File: config.mk
export PLATFORM = sky130hd
export DESIGN_NAME = neuron_mac_sequencer
export DESIGN_NICKNAME = d
export VERILOG_FILES = /design/src/rtl/neuron_mac_sequencer.sv
export SDC_FILE = /design/constraint.sdc
export NUM_CORES = 1
export LEC_CHECK = 0
export ABC_AREA = 1
export CORE_MARGIN = 1.5
export CORE_UTILIZATION = 40
export CTS_CLUSTER_DIAMETER = 80
export CTS_CLUSTER_SIZE = 25
export DETAILED_ROUTE_END_ITERATION = 8
export PLACE_DENSITY_LB_ADDON = 0.12
export SETUP_SLACK_MARGIN = 0.1
export SKIP_LAST_GASP = 1
export SYNTH_ARGS = -nofsm -noshare
export SYNTH_HDL_FRONTEND = slang
export SYNTH_SLANG_ARGS = --single-unit
File: constraint.sdc
create_clock -name clk -period 9.4 [get_ports clk]
set_input_delay 1.88 -clock clk [delete_from_list [all_inputs] [get_ports clk]]
set_output_delay 1.88 -clock clk [all_outputs]
set_load 0.05 [all_outputs]
File: src/rtl/neuron_mac_sequencer.sv
// neuron_mac_sequencer: weight-RAM driven MAC neuron with saturated output (NEURON_MAC_RELU_EN adds ReLU).
module neuron_mac_sequencer #(
    parameter int N_INPUTS = 16,
    parameter int ACC_W    = 40
) (
    input  logic        clk,
    input  logic        reset_n,
    input  logic        start,
    output logic        busy,
    output logic [5:0]  mem_address,
    output logic        mem_chipselect,
    output logic        mem_write,
    output logic [3:0]  mem_byteenable,
    input  logic [31:0] mem_readdata,
    input  logic [15:0] x_data,
    input  logic        x_valid,
    output logic        x_ready,
    output logic [31:0] y_data,
    output logic        y_valid,
    input  logic        y_ready
);
    typedef enum logic [1:0] {IDLE, BIAS, MAC, DONE} state_t;
    state_t state_q, state_d;
    logic [5:0] idx_q, idx_d;
    logic signed [ACC_W-1:0] acc_q, acc_d;
    logic signed [31:0] prod;
    logic [31:0] sat;
    logic ovf;

    assign prod = 32'($signed(mem_readdata[15:0])) * 32'($signed(x_data));
    // the accumulator fits in 32 bits only when everything above bit 31 is a copy of the sign
    assign ovf = !(&acc_q[ACC_W-1:31] || !(|acc_q[ACC_W-1:31]));
    assign sat = ovf ? (acc_q[ACC_W-1] ? 32'h8000_0000 : 32'h7FFF_FFFF) : acc_q[31:0];
    assign busy = state_q != IDLE;
    assign y_valid = state_q == DONE;
    assign mem_write = 1'b0;
    assign mem_byteenable = 4'hF;
`ifdef NEURON_MAC_RELU_EN
    assign y_data = (y_valid && !sat[31]) ? sat : 32'h0;
`else
    assign y_data = y_valid ? sat : 32'h0;
`endif

    always_comb begin
        state_d = state_q;
        idx_d = idx_q;
        acc_d = acc_q;
        mem_address = idx_q;
        mem_chipselect = 1'b0;
        x_ready = 1'b0;
        case (state_q)
            IDLE: begin
                mem_address = 6'(N_INPUTS);
                mem_chipselect = start;
                state_d = start ? BIAS : IDLE;
            end
            BIAS: begin
                acc_d = ACC_W'($signed(mem_readdata));
                idx_d = '0;
                mem_address = '0;
                mem_chipselect = 1'b1;
                state_d = MAC;
            end
            MAC: begin
                x_ready = 1'b1;
                mem_chipselect = 1'b1;
                if (x_valid) begin
                    acc_d = acc_q + ACC_W'(prod);
                    idx_d = idx_q + 6'd1;
                    mem_address = idx_q + 6'd1;
                    state_d = (idx_q == 6'(N_INPUTS - 1)) ? DONE : MAC;
                end
            end
            DONE: state_d = y_ready ? IDLE : DONE;
            default: state_d = IDLE;
        endcase
    end

    always_ff @(posedge clk) begin
        if (!reset_n) begin
            state_q <= IDLE;
            idx_q <= '0;
            acc_q <= '0;
        end else begin
            state_q <= state_d;
            idx_q <= idx_d;
            acc_q <= acc_d;
        end
    end
endmodule
==> impl_metrics.toml <==
[logic_synthesis]
netlist.area_leader.share_pct = 39.8
number_of_synthesized_flops_with_an_enable_pin = 0
synth_commonest_cells = "sky130_fd_sc_hd__inv_1, sky130_fd_sc_hd__nand2_1, sky130_fd_sc_hd__fa_1"
synthesis.instances = 2302
ys_types = 38
synth.most_common_cell = "sky130_fd_sc_hd__inv_1"
ys.flop_type = "sky130_fd_sc_hd__dfxtp_1"
synthDominantAreaCellType = "sky130_fd_sc_hd__fa_1"
synth_seq_cells = 48
synth_async_sr_flop_share_pct = 0
yosys_warnings = 0
syn_avg_cell_area_um2 = 7.21
syn_area_mm2 = 0.0166
seq_area_frac_synth_pct = 5.79
synth_top_cells_by_area = "sky130_fd_sc_hd__fa_1, sky130_fd_sc_hd__inv_1, sky130_fd_sc_hd__nand2_1"

[route]
detail_route.iter0.violations = 709
drt-wirelength-per-cell_um = 17.3
vias = 13700
detail_route.vias_per_cell = 4.78
detailedRoute.firstPassIterationCount = 5
total_routed_length_um = 49600
detail-route-antenna-nets = 0
drc_errors = 0

[sta]
worst_slew_margin_relative_to_its_limit_pct = 23.1
post-route-worst-setup-slack_ns = 1.07
maxSlewViolCount = 0
final.min_clock_period_ns = 8.33
worst-slew-pin-transition_ns = 1.15
tns_ns = 0
final_hold_viol_count = 0
setup-violations-final = 0
fmax_mhz = 120
grt_setup_unrepaired = "false"
post-route-period-util_pct = 88.6
final.setup_skew_ns = 0.0175

[floorplanning]
core_region_area_mm2 = 0.0408
die-height_um = 207
die-area_mm2 = 0.0427
dieWidth_um = 207
initial_core_util_pct = 40.6
fp-row-count = 74
io_pins = 100

[setup_path]
worst_setup_path_start_kind = "input pin"
critical_path_start = "mem_readdata[15]"
crit_top_cell = "sky130_fd_sc_hd__fa_1"
cp.arrival_ns = 8.58
crit_fanout = 14
critPathRequiredTime_ns = 9.65
critPathCaptureType = "flop"
cp_slowest_cell = "sky130_fd_sc_hd__fa_1"
critical_path.max_stage_delay_ns = 0.78
worst-setup-path-type = "in -> reg"
critical_path.cell_chain = "clkdlybuf4s50_1 -> buf_4 -> nand2_1 -> fa_1 -> inv_1 -> fa_1 -> inv_1 -> fa_1 -> fa_1 -> inv_1 -> fa_1 -> inv_1 -> fa_1 -> inv_1 -> ha_1 -> a21oi_1 -> nor2_1 -> nor2_1 -> nand2_1 -> a21oi_1 -> nand3_1 -> nand2_1 -> nand3_1 -> a21oi_1"
rr_startpoint = "acc_q[15]"

[grt]
use_met1_pct = 33.7
grt_antenna_before_repair = 1
first_global_vias = 14200
grt_most_used_layer = "met2"
grt_use_total_pct = 24.6
global_route.usage.met3_pct = 1.55
global_route_wire_length_before_repair_um = 79700
grt_residual_overflow = 0
grt.met2_usage_pct = 43.2
grt_start_max_net_pins = 61

[layout]
final_layout_size_suffix_gt1_share_pct = 4.24
antenna-diode-count = 0
flow.area_growth_from_synthesis_pct = 9.35
total_nets_final = 2837

[clock_tree]
htree_num_levels = 2
postCtsSetupRepairBufs = 0
cts_resized = 0
buffer_depth_of_the_longest_clock_path = 2
tritoncts.num_buffers = 5
clkSlewWorstSetupHoldPaths_ns = 0.08
worst_skew_pair.late_latency_ns = 0.33
cts_tree = "yes"
ctsRootBufferMaster = "sky130_fd_sc_hd__clkbuf_16"
cts_hold_buf = 0
cts.sinks = 48

[place]
dpl.hpwl_um = 42600
placement.io_buffers = 94
finalWeightedCongestion = 0.958
placement_setup_slack_ns = 0.735

[min_path]
hold_path_class = "reg -> reg"
worstHoldStart = "acc_q[15]"

[flow_run]
cap_viol_max_count = 0

[outcome]
outcome = "finished, final reports clean"
layer usage:
layer  part of all wire, %  vias to the layer above
li1                      -                     6643
met3                   3.7                       36
met4                   1.4                        0
met1                    45                     6743
met5                     0                        -
met2                    50                      283
flip-flops by register name (all words and copies together), names as in the netlist:
name and cells:
acc_q 40, idx_q 6, state_q 2
final timing paths:
kind | to | slack (ns) | depth (start not counted)
max reg2reg | acc_q[23] | 4.48 | 21
min | acc_q[15] | 0.47 | 2
max | acc_q[37] | 1.07 | 24
min reg2reg | acc_q[15] | 0.47 | 2
final cells by class:
| class | count | area (um^2) |
|---|---|---|
| Timing Repair Buffer | 120 | 1140 |
| Clock inverter | 3 | 47.5 |
| Fill cell | 4268 | 22700 |
| Multi-Input combinational cell | 1489 | 12700 |
| Tap cell | 532 | 666 |
| Inverter | 669 | 2520 |
| Sequential cell | 48 | 961 |
| Clock buffer | 5 | 125 |
cell families after synthesis:
kind of cell,count (synthesis),share of synthesized area (%)
simple gates,834,20.7
buf+inv,768,17.9
fa+ha+maj,451,49.0
compound gates,191,6.24
flops,48,5.79
xor+xnor,8,0.422
other cells,2,0.0453
layout by cell type, fill, tap and decap left out, drive strengths merged:
cell type / count
a21oi: 115
nor2: 163
nor4: 2
o21bai: 12
fa: 330
a21o: 1
ha: 121
a31oi: 6
dfxtp: 48
clkbuf: 5
clkinv: 5
nand3: 64
inv: 666
nor3: 5
buf: 26
o21ai: 55
xor2: 8
a211oi: 1
clkdlybuf4s50: 94
conb: 5
o211ai: 1
or2: 2
nand4: 12
nand3b: 5
bufinv: 1
nand2: 581
critical path: cells and delay by family:
family	cells	cell delay, ns
simple gates	7	0.74
fa+ha+maj	7	3.70
buf+inv	7	1.63
compound gates	3	0.60
metrics by stage:
| stage | hold slack, ns | cell area, um^2 | cells | util [%] |
|---|---|---|---|---|
| 6_report | 0.470 | 18100 | 2866 | 44.4 |
| 5_1_grt | 0.487 | 18100 | 2866 | 44.4 |
| 4_1_cts | 0.468 | 18100 | 2866 | 44.4 |
| 3_5_place_dp | 0.456 | 18000 | 2858 | 44.0 |
| 3_3_place_gp | 0.452 | 18000 | 2858 | 44.0 |
| 2_1_floorplan | 0.443 | 16600 | 2305 | - |
Power is not shown: default switching activity piles up to over one toggle a cycle in this logic, so the estimate is an artifact.
